$ cat config.mk
export PLATFORM = sky130hd
export DESIGN_NAME = ascon_perm_scheduler
export DESIGN_NICKNAME = d
export VERILOG_FILES = /design/src/rtl/ascon_perm_scheduler.sv
export SDC_FILE = /design/constraint.sdc
export NUM_CORES = 1
export LEC_CHECK = 0
export ABC_AREA = 1
export BUFFER_PORTS_ARGS = -buffer_cell sky130_fd_sc_hd__buf_2
export CAP_MARGIN = 20
export CORE_AREA = 2 2 642 644
export CTS_CLUSTER_DIAMETER = 100
export DETAILED_ROUTE_END_ITERATION = 16
export DIE_AREA = 0 0 644 646
export RECOVER_POWER = 25
export SYNTH_ARGS = -nofsm -noshare
export SYNTH_HDL_FRONTEND = slang
export SYNTH_SLANG_ARGS = --single-unit
$ cat constraint.sdc
create_clock -name clk -period 3.95 [get_ports clk]
set_input_delay 0 -clock clk [delete_from_list [all_inputs] [get_ports clk]]
set_output_delay 0 -clock clk [all_outputs]
set_load 0.05 [all_outputs]
$ cat src/rtl/ascon_perm_scheduler.sv
// Round-robin scheduler sharing one Ascon permutation core between two requesters.
// Loads the winner's state, steps the core round by round, and returns the result.
module ascon_perm_scheduler #(
  parameter int MAX_ROUNDS = 12
) (
  input  logic         clk,
  input  logic         reset,
  input  logic         req0_valid,
  output logic         req0_ready,
  input  logic [319:0] req0_state,
  input  logic [4:0]   req0_rounds,
  input  logic         req1_valid,
  output logic         req1_ready,
  input  logic [319:0] req1_state,
  input  logic [4:0]   req1_rounds,
  output logic         rsp0_valid,
  input  logic         rsp0_ready,
  output logic         rsp1_valid,
  input  logic         rsp1_ready,
  output logic [319:0] rsp_state,
  output logic [319:0] perm_state,
  output logic [4:0]   perm_ctr,
  output logic [4:0]   perm_rounds,
  output logic         perm_start,
  input  logic [319:0] perm_out,
  input  logic         perm_done,
  output logic         busy
);

  localparam logic [4:0] MAX_R = 5'(MAX_ROUNDS);

  typedef enum logic [2:0] {IDLE, LOAD, RUN, CAPT, RESP} state_e;

  state_e         state_q, state_d;
  logic           rr_q, rr_d;
  logic           owner_q, owner_d;
  logic [319:0]   perm_state_q, perm_state_d;
  logic [319:0]   rsp_state_q, rsp_state_d;
  logic [4:0]     perm_rounds_q, perm_rounds_d;
  logic [4:0]     perm_ctr_q, perm_ctr_d;
  logic           perm_start_q, perm_start_d;
  logic           rsp0_valid_q, rsp0_valid_d;
  logic           rsp1_valid_q, rsp1_valid_d;
  logic           busy_q, busy_d;

  logic           grant0, grant1;
  logic [4:0]     sel_rounds, clamped_rounds;

  // Ties go to the requester named by rr; ready is masked while reset is asserted.
  always_comb begin
    grant0         = req0_valid & (~req1_valid | ~rr_q);
    grant1         = req1_valid & (~req0_valid | rr_q);
    req0_ready     = reset & (state_q == IDLE) & grant0;
    req1_ready     = reset & (state_q == IDLE) & grant1;
    sel_rounds     = grant1 ? req1_rounds : req0_rounds;
    clamped_rounds = ((sel_rounds == 5'd0) || (sel_rounds > MAX_R)) ? MAX_R : sel_rounds;
  end

  always_comb begin
    state_d       = state_q;
    rr_d          = rr_q;
    owner_d       = owner_q;
    perm_state_d  = perm_state_q;
    rsp_state_d   = rsp_state_q;
    perm_rounds_d = perm_rounds_q;
    perm_ctr_d    = perm_ctr_q;
    perm_start_d  = perm_start_q;
    rsp0_valid_d  = rsp0_valid_q;
    rsp1_valid_d  = rsp1_valid_q;

    case (state_q)
      IDLE: begin
        if (req0_ready || req1_ready) begin
          owner_d       = grant1;
          perm_state_d  = grant1 ? req1_state : req0_state;
          perm_rounds_d = clamped_rounds;
          perm_ctr_d    = 5'd0;
          perm_start_d  = 1'b1;
          state_d       = LOAD;
        end
      end
      LOAD: begin
        perm_ctr_d   = 5'd1;
        perm_start_d = 1'b1;
        state_d      = RUN;
      end
      RUN: begin
        if (perm_ctr_q == perm_rounds_q) begin
          perm_ctr_d   = 5'd0;
          perm_start_d = 1'b0;
          state_d      = CAPT;
        end else begin
          perm_ctr_d = perm_ctr_q + 5'd1;
        end
      end
      CAPT: begin
        // A missing done simply parks here; a correct core never lets that happen.
        if (perm_done) begin
          rsp_state_d  = perm_out;
          rsp0_valid_d = ~owner_q;
          rsp1_valid_d = owner_q;
          state_d      = RESP;
        end
      end
      RESP: begin
        if ((owner_q & rsp1_ready) | (~owner_q & rsp0_ready)) begin
          rsp0_valid_d = 1'b0;
          rsp1_valid_d = 1'b0;
          rr_d         = ~owner_q;
          state_d      = IDLE;
        end
      end
      default: state_d = IDLE;
    endcase

    busy_d = (state_d != IDLE);
  end

  always_ff @(posedge clk) begin
    if (!reset) begin
      state_q       <= IDLE;
      rr_q          <= 1'b0;
      owner_q       <= 1'b0;
      perm_state_q  <= '0;
      rsp_state_q   <= '0;
      perm_rounds_q <= '0;
      perm_ctr_q    <= '0;
      perm_start_q  <= 1'b0;
      rsp0_valid_q  <= 1'b0;
      rsp1_valid_q  <= 1'b0;
      busy_q        <= 1'b0;
    end else begin
      state_q       <= state_d;
      rr_q          <= rr_d;
      owner_q       <= owner_d;
      perm_state_q  <= perm_state_d;
      rsp_state_q   <= rsp_state_d;
      perm_rounds_q <= perm_rounds_d;
      perm_ctr_q    <= perm_ctr_d;
      perm_start_q  <= perm_start_d;
      rsp0_valid_q  <= rsp0_valid_d;
      rsp1_valid_q  <= rsp1_valid_d;
      busy_q        <= busy_d;
    end
  end

  assign perm_state  = perm_state_q;
  assign perm_rounds = perm_rounds_q;
  assign perm_ctr    = perm_ctr_q;
  assign perm_start  = perm_start_q;
  assign rsp_state   = rsp_state_q;
  assign rsp0_valid  = rsp0_valid_q;
  assign rsp1_valid  = rsp1_valid_q;
  assign busy        = busy_q;

endmodule
==> impl_metrics.toml, run 1 <==
[sta]
maxSlewViolCount = 51
final.min_clock_period_ns = 3.80
slew_headroom_pct = -71.7
rsz0062_at_grt = "no"
tightestPinTransition_ns = 2.58
final_critical_path_setup_slack_ns = 0.151
clock_skew_ns = 0.116
finalHoldViolations = 0
finalCritPeriodShare_pct = 96.2
setup_total_negative_slack_ns = 0
fmaxAchievable_mhz = 263
report.final.setup_viol = 0

[yosys]
ys_top_cells_by_area = "sky130_fd_sc_hd__dfxtp_1, sky130_fd_sc_hd__nand2_1, sky130_fd_sc_hd__nor2_1"
synthDistinctLibCells = 27
syn-cell-area_um2 = 25200
ys_warn_count = 0
ys_ff_latch = 659
synth.yosys.seq_area_share_pct = 52.4
netlist_instances = 3337
synth_top_cell_by_area = "sky130_fd_sc_hd__dfxtp_1"
synth_largest_type_area_fraction_pct = 52.4
synthesis.area_per_instance_um2 = 7.54
synth_fp_nets = 4315

[worst_setup_path]
r2r_slack_ns = 0.15
crit_type = "register to register"
peak_per_stage_delay_on_the_critical_path_ns = 0.57
setup.worst_path.start_class = "register"
category_of_the_worst_setup_path_capture_point = "register"
crit_required_ns = 4.66
timing.reg2reg.worst_path_depth = 10
timing.critical_path.fanout_max = 137
critical_path_arrival_ns = 4.50
worstPathBufferInverterCount = 5
worstReg2RegEnd = "perm_state[105]"
critPathTopFamily = "buffers and inverters"
rr_startpoint = "rr_q"
crit_slowest_cell = "sky130_fd_sc_hd__dlygate4sd3_1"
critical_path.cell_chain = "inv_1, nand2_2, nand2_8, inv_8, o21ai_4, inv_16, buf_12, o21ai_1, a31oi_1, dlygate4sd3_1"

[cts]
cts.sink_count = 659
ctsRootBufferMaster = "sky130_fd_sc_hd__clkbuf_16"
worstSkewPairLatency_ns = 0.87
tritoncts_clock_tree = "yes"
h-tree-depth = 3
inserted_clock_buffers = 98
post-cts-setup-buffer-count = 0
path_clk_slew_ns = 0.06
ctsLongestPathBuffers = 4

[routing]
detailroute.via_count = 41500
detail_route.first_pass.iterations = 6
drt-vias-per-instance = 3.39
drtAntennaViolNets = 0
detail_route.wl_per_cell_um = 28.8
number_of_drc_markers_after_the_initial_detailed_route_iteration = 3643
drt_drc_violations_left = 0
routed_wl_um = 353000

[worst_hold_path]
hold_class = "input pin to register"
hold_path_startpoint = "perm_out[274]"
hold_path_depth = 4
min_delay_worst_endpoint = "rsp_state[274]"

[floorplanning]
floorplan.die.height_um = 646
die_width_um = 644
placeableCoreArea_um2 = 409000
die_area_um2 = 416000
initial_core_utilization_pct = 6.16
rows = 235
pin_count = 1633

[global_route]
remaining_global_route_overflow = 0
grt_util_all_layers_pct = 16.1
grt_max_degree = 165
first_pass_grt_wire_length_um = 432000
number_of_global_route_vias_before_repair = 39500
initial_antenna_violation_count = 416

[cells_and_area]
fillCellCount = 46800
postLayoutCoreUtil_pct = 14.6
drive_gt1_share_pct = 23.2
multi_input_comb_area_um2 = 10600
layout.cells.most_common = "sky130_fd_sc_hd__dlygate4sd3_1"
sequential_cell_area_um2 = 13200
num-nets-final = 7461
area.growth.synth_to_final_pct = 137
final_cell_mix = "sky130_fd_sc_hd__dlygate4sd3_1, sky130_fd_sc_hd__buf_2, sky130_fd_sc_hd__nand2_1"

[placement]
portBuffers = 1632
dp_worst_setup_slack_ns = 1.01
dp_hpwl_um = 297000
finalWeightedCongestion = 0.996

[power]
worst_ir_drop_vdd_mv = 0.361
p_leak_nw = 24.5
report.power.total_mw = 22.9
power_per_cell_area_nw_per_um2 = 384

[status]
violations = "max-capacitance violations, max-slew violations"
status = "finished with violations"

[flow_run]
maxCapViolCount = 1
[routing by layer]
layer | routed length, µm | global-route usage [%]
met1 | 115000 | 15.6
met2 | 178000 | 29.2
met3 | 31600 | 5.63
met4 | 27300 | 10.4
met5 | 966 | 0
[logic make-up after synthesis]
kind of cell / Yosys count / share of synthesized area [%]
and+or+nand+nor: 1372 / 20.7
buffers and inverters: 317 / 5.41
adders and majority gates: 1 / 0.0497
xor gates and xnor gates: 6 / 0.209
AOI/OAI and AO/OA: 982 / 21.2
DFF: 659 / 52.4
[worst max-delay path by stage]
stage | start | endpoint | cells past startpoint
floorplan | rr_q | owner_q | 7
global placement | rr_q | perm_state[125] | 9
detailed placement | rr_q | perm_state[81] | 9
CTS | rr_q | perm_state[81] | 10
global route | rr_q | perm_state[105] | 10
finish | rr_q | perm_state[105] | 10
[state kept, by name, indices dropped and copies added, names as in the netlist]
register,count
perm_state,320
rsp_state,320
perm_ctr,5
perm_rounds,5
state_q,3
busy,1
owner_q,1
perm_start,1
rr_q,1
rsp0_valid,1
rsp1_valid,1
[cell usage after synthesis]
master and number:
sky130_fd_sc_hd__buf_2 102, sky130_fd_sc_hd__or2_2 2, sky130_fd_sc_hd__xor2_1 4, sky130_fd_sc_hd__nor2_2 1
sky130_fd_sc_hd__o211ai_1 1, sky130_fd_sc_hd__buf_4 3, sky130_fd_sc_hd__buf_6 4, sky130_fd_sc_hd__nand3_1 16
sky130_fd_sc_hd__inv_4 1, sky130_fd_sc_hd__dfxtp_1 659, sky130_fd_sc_hd__inv_1 27, sky130_fd_sc_hd__clkbuf_1 174
sky130_fd_sc_hd__a31oi_1 323, sky130_fd_sc_hd__buf_1 4, sky130_fd_sc_hd__o21ai_4 1, sky130_fd_sc_hd__ha_1 1
sky130_fd_sc_hd__nand3b_1 2, sky130_fd_sc_hd__o21ai_1 156, sky130_fd_sc_hd__o31ai_1 2, sky130_fd_sc_hd__nor2_1 654
sky130_fd_sc_hd__nand2_1 688, sky130_fd_sc_hd__inv_2 2, sky130_fd_sc_hd__nand2_2 2, sky130_fd_sc_hd__nand4_1 7
sky130_fd_sc_hd__a21oi_1 9, sky130_fd_sc_hd__xnor2_1 2, sky130_fd_sc_hd__o21ai_0 490
[through the flow]
stage	cells	hold slack, ns	cell area (µm²)
detailed placement	10200	0.257	39500
global route	12200	0.00929	59400
CTS	12000	0.000328	59400
global placement	10200	0.248	39500
floorplan	3337	0.160	25200
finish	12200	0.0491	59600
[where the power goes]
group	internal (mW)	leakage [nW]	switching, mW
logic	2.22	17.5	3.87
clock network	5.66	1.65	3.82
registers	7.06	5.37	0.246
[what timing repair did]
item                       CTS  global route
hold buffers              1653             0
gates resized for setup      0             0
hold endpoints to repair   659             0
[final cells by class]
cell class                      instances  share of cell area (%)
Tap cell                             5451                    11.4
Inverter                               30                   0.241
Antenna cell                          237                   0.995
Timing Repair Buffer                 3333                    41.7
Clock inverter                         49                    1.08
Clock buffer                          125                    4.56
Sequential cell                       659                    22.1
Multi-Input combinational cell       2361                    17.8
[worst register-to-register path, stage by stage (launching register included)]
cell and delay, ns:
sky130_fd_sc_hd__dfxtp_1 0.31, sky130_fd_sc_hd__inv_1 0.05, sky130_fd_sc_hd__nand2_2 0.18, sky130_fd_sc_hd__nand2_8 0.20, sky130_fd_sc_hd__inv_8 0.41, sky130_fd_sc_hd__o21ai_4 0.22
sky130_fd_sc_hd__inv_16 0.31, sky130_fd_sc_hd__buf_12 0.95, sky130_fd_sc_hd__o21ai_1 0.23, sky130_fd_sc_hd__a31oi_1 0.25, sky130_fd_sc_hd__dlygate4sd3_1 0.57
Power figures use the tool's default switching activity.
==> run 2, diff against run 1 <==
--- a/config.mk
+++ b/config.mk
@@ -8,10 +8,10 @@
 export ABC_AREA = 1
 export BUFFER_PORTS_ARGS = -buffer_cell sky130_fd_sc_hd__buf_2
 export CAP_MARGIN = 20
-export CORE_AREA = 2 2 642 644
+export CORE_AREA = 5 5 627 629
 export CTS_CLUSTER_DIAMETER = 100
 export DETAILED_ROUTE_END_ITERATION = 16
-export DIE_AREA = 0 0 644 646
+export DIE_AREA = 0 0 632 634
 export RECOVER_POWER = 25
 export SYNTH_ARGS = -nofsm -noshare
 export SYNTH_HDL_FRONTEND = slang
==> run 2 against run 1 <==
  * The run now ends clean
  * Utilization grew 1.4 points
  * Clock power shrank 0.6%
  * Total power up 1.0%
  * Via count is 2.8% higher
  * Critical endpoint is now perm_state[71]
  * Largest cell class unchanged
  * Largest power group unchanged
  * Highest routed layer unchanged
==> impl_metrics.toml, run 2 (synthesized netlist as in run 1, its figures left out) <==
[cts]
worstSkewPairLatency_ns = 0.85
path_clk_slew_ns = 0.06
h-tree-depth = 3
ctsRootBufferMaster = "sky130_fd_sc_hd__clkbuf_16"
cts.sink_count = 659
ctsLongestPathBuffers = 4
inserted_clock_buffers = 99
tritoncts_clock_tree = "yes"
post-cts-setup-buffer-count = 0

[sta]
finalHoldViolations = 0
maxSlewViolCount = 0
finalCritPeriodShare_pct = 97.0
tightestPinTransition_ns = 1.33
setup_total_negative_slack_ns = 0
final.min_clock_period_ns = 3.83
rsz0062_at_grt = "no"
clock_skew_ns = 0.0668
fmaxAchievable_mhz = 261
slew_headroom_pct = 11.0
report.final.setup_viol = 0

[worst_setup_path]
rr_startpoint = "rr_q"
timing.critical_path.fanout_max = 149
category_of_the_worst_setup_path_capture_point = "register"
worstReg2RegEnd = "perm_state[71]"
r2r_slack_ns = 0.12
worstPathBufferInverterCount = 5
crit_slowest_cell = "sky130_fd_sc_hd__dlygate4sd3_1"
timing.critical_path.from = "rr_q"
crit_type = "register to register"
critical_path.cell_chain = "inv_1, nand2_2, nand2_8, clkinv_8, o21ai_4, inv_16, buf_12, o21ai_0, a31oi_1, dlygate4sd3_1"
critical_path_arrival_ns = 4.53
critPathTopFamily = "buffers and inverters"
crit_required_ns = 4.65
peak_per_stage_delay_on_the_critical_path_ns = 0.61
timing.reg2reg.worst_path_depth = 10
setup.worst_path.start_class = "register"

[routing]
detail_route.first_pass.iterations = 6
detailroute.via_count = 42700
number_of_drc_markers_after_the_initial_detailed_route_iteration = 3581
routed_wl_um = 364000
drtAntennaViolNets = 0
drt_drc_violations_left = 0
drt-vias-per-instance = 3.47
detail_route.wl_per_cell_um = 29.6

[floorplanning]
floorplan.die.height_um = 634
die_area_um2 = 401000
placeableCoreArea_um2 = 387000
rows = 229
pin_count = 1633
initial_core_utilization_pct = 6.50
die_width_um = 632

[placement]
dp_hpwl_um = 299000
portBuffers = 1632
finalWeightedCongestion = 0.968
placed_cell_area_um2 = 39200

[power]
worst_ir_drop_vdd_mv = 0.327
p_leak_nw = 25.6
power_report.internal_total_mw = 15.1
pwr-share-comb_pct = 27.6
relative_contribution_of_sequential_cells_to_total_power_pct = 31.6
switching_power_mw = 8.05
clkPwrFrac_pct = 40.8
switching_share_pct = 34.8
power_per_cell_area_nw_per_um2 = 372

[global_route]
remaining_global_route_overflow = 0
initial_antenna_violation_count = 421
grt_util_all_layers_pct = 17.1
grt_max_degree = 181
first_pass_grt_wire_length_um = 445000
number_of_global_route_vias_before_repair = 41300

[cells_and_area]
postLayoutCoreUtil_pct = 16.0
sequential_cell_area_um2 = 13200
multi_input_comb_area_um2 = 10700
layout.cells.most_common = "sky130_fd_sc_hd__dlygate4sd3_1"
fillCellCount = 43900
area.growth.synth_to_final_pct = 147
stdcell_area_um2 = 62100
final_cell_mix = "sky130_fd_sc_hd__dlygate4sd3_1, sky130_fd_sc_hd__buf_2, sky130_fd_sc_hd__nand2_1"
drive_gt1_share_pct = 22.2
num-nets-final = 7722

[worst_hold_path]
hold_class = "input pin to register"
hold_path_depth = 4
hold_path_startpoint = "req0_state[254]"
min_delay_worst_endpoint = "perm_state[254]"

[flow_run]
maxCapViolCount = 0

[status]
status = "complete, no violations"
run 2: final cells by class:
| class | count | area share [%] |
|---|---|---|
| Timing Repair Buffer | 3591 | 44.3 |
| Sequential cell | 659 | 21.3 |
| Multi-Input combinational cell | 2363 | 17.2 |
| Tap cell | 5197 | 10.5 |
| Antenna cell | 286 | 1.15 |
| Clock buffer | 138 | 4.54 |
| Inverter | 30 | 0.240 |
| Clock inverter | 39 | 0.845 |
run 2: through the flow:
| step | hold WS [ns] | power [mW] | std cells | setup WS, ns |
|---|---|---|---|---|
| 3_3_place_gp | 0.253 | 11.6 | 9921 | 1.00 |
| 2_1_floorplan | 0.160 | 9.79 | 3337 | 2.22 |
| 6_report | 0.0686 | 23.1 | 12300 | 0.119 |
| 5_1_grt | 0.0272 | 24.0 | 12200 | 0.0644 |
| 4_1_cts | 0.000140 | 23.4 | 12000 | 0.416 |
| 3_5_place_dp | 0.259 | 11.6 | 9921 | 1.00 |
run 2: power by group through the flow:
| stage | registers [mW] | logic, mW | clock network, mW |
|---|---|---|---|
| 2_1_floorplan | 8.79 | 1.00 | 0 |
| 3_3_place_gp | 7.41 | 4.21 | 0 |
| 3_5_place_dp | 7.41 | 4.23 | 0 |
| 4_1_cts | 7.28 | 6.36 | 9.72 |
| 5_1_grt | 7.34 | 6.69 | 9.93 |
| 6_report | 7.31 | 6.38 | 9.42 |
run 2: how the worst max path moves through the flow:
stage	end	slack, ns	depth (start not counted)
after global routing	perm_rounds[3]	0.06	11
final	perm_state[71]	0.12	10
after floorplan	owner_q	2.22	7
after detailed placement	perm_state[21]	1.00	9
after global placement	perm_state[69]	1.00	9
after CTS	req1_ready	0.42	8
run 2: layer usage:
layer	wire length [µm]	GRT usage [%]	part of all wire (%)	up-vias
met3	38300	7.11	11	1302
met2	175000	29.4	48	2889
met1	114000	16.2	31	20000
li1	-	-	-	18400
met4	34900	13.1	9.6	182
met5	1260	0	0.35	-
run 2: what timing repair did:
action	in CTS	in global routing
hold buffers	1916	0
setup endpoints to repair	0	1
gates resized for setup	0	2
endpoints found under the hold margin	659	0
run 2: worst reg2reg max path, delay by kind of cell, from the launching register on:
family / cells / cell delay (ns)
AO/OA/AOI/OAI: 3 / 0.72
AND/OR/NAND/NOR: 2 / 0.74
buffers and inverters: 5 / 1.98
flip-flops: 1 / 0.30
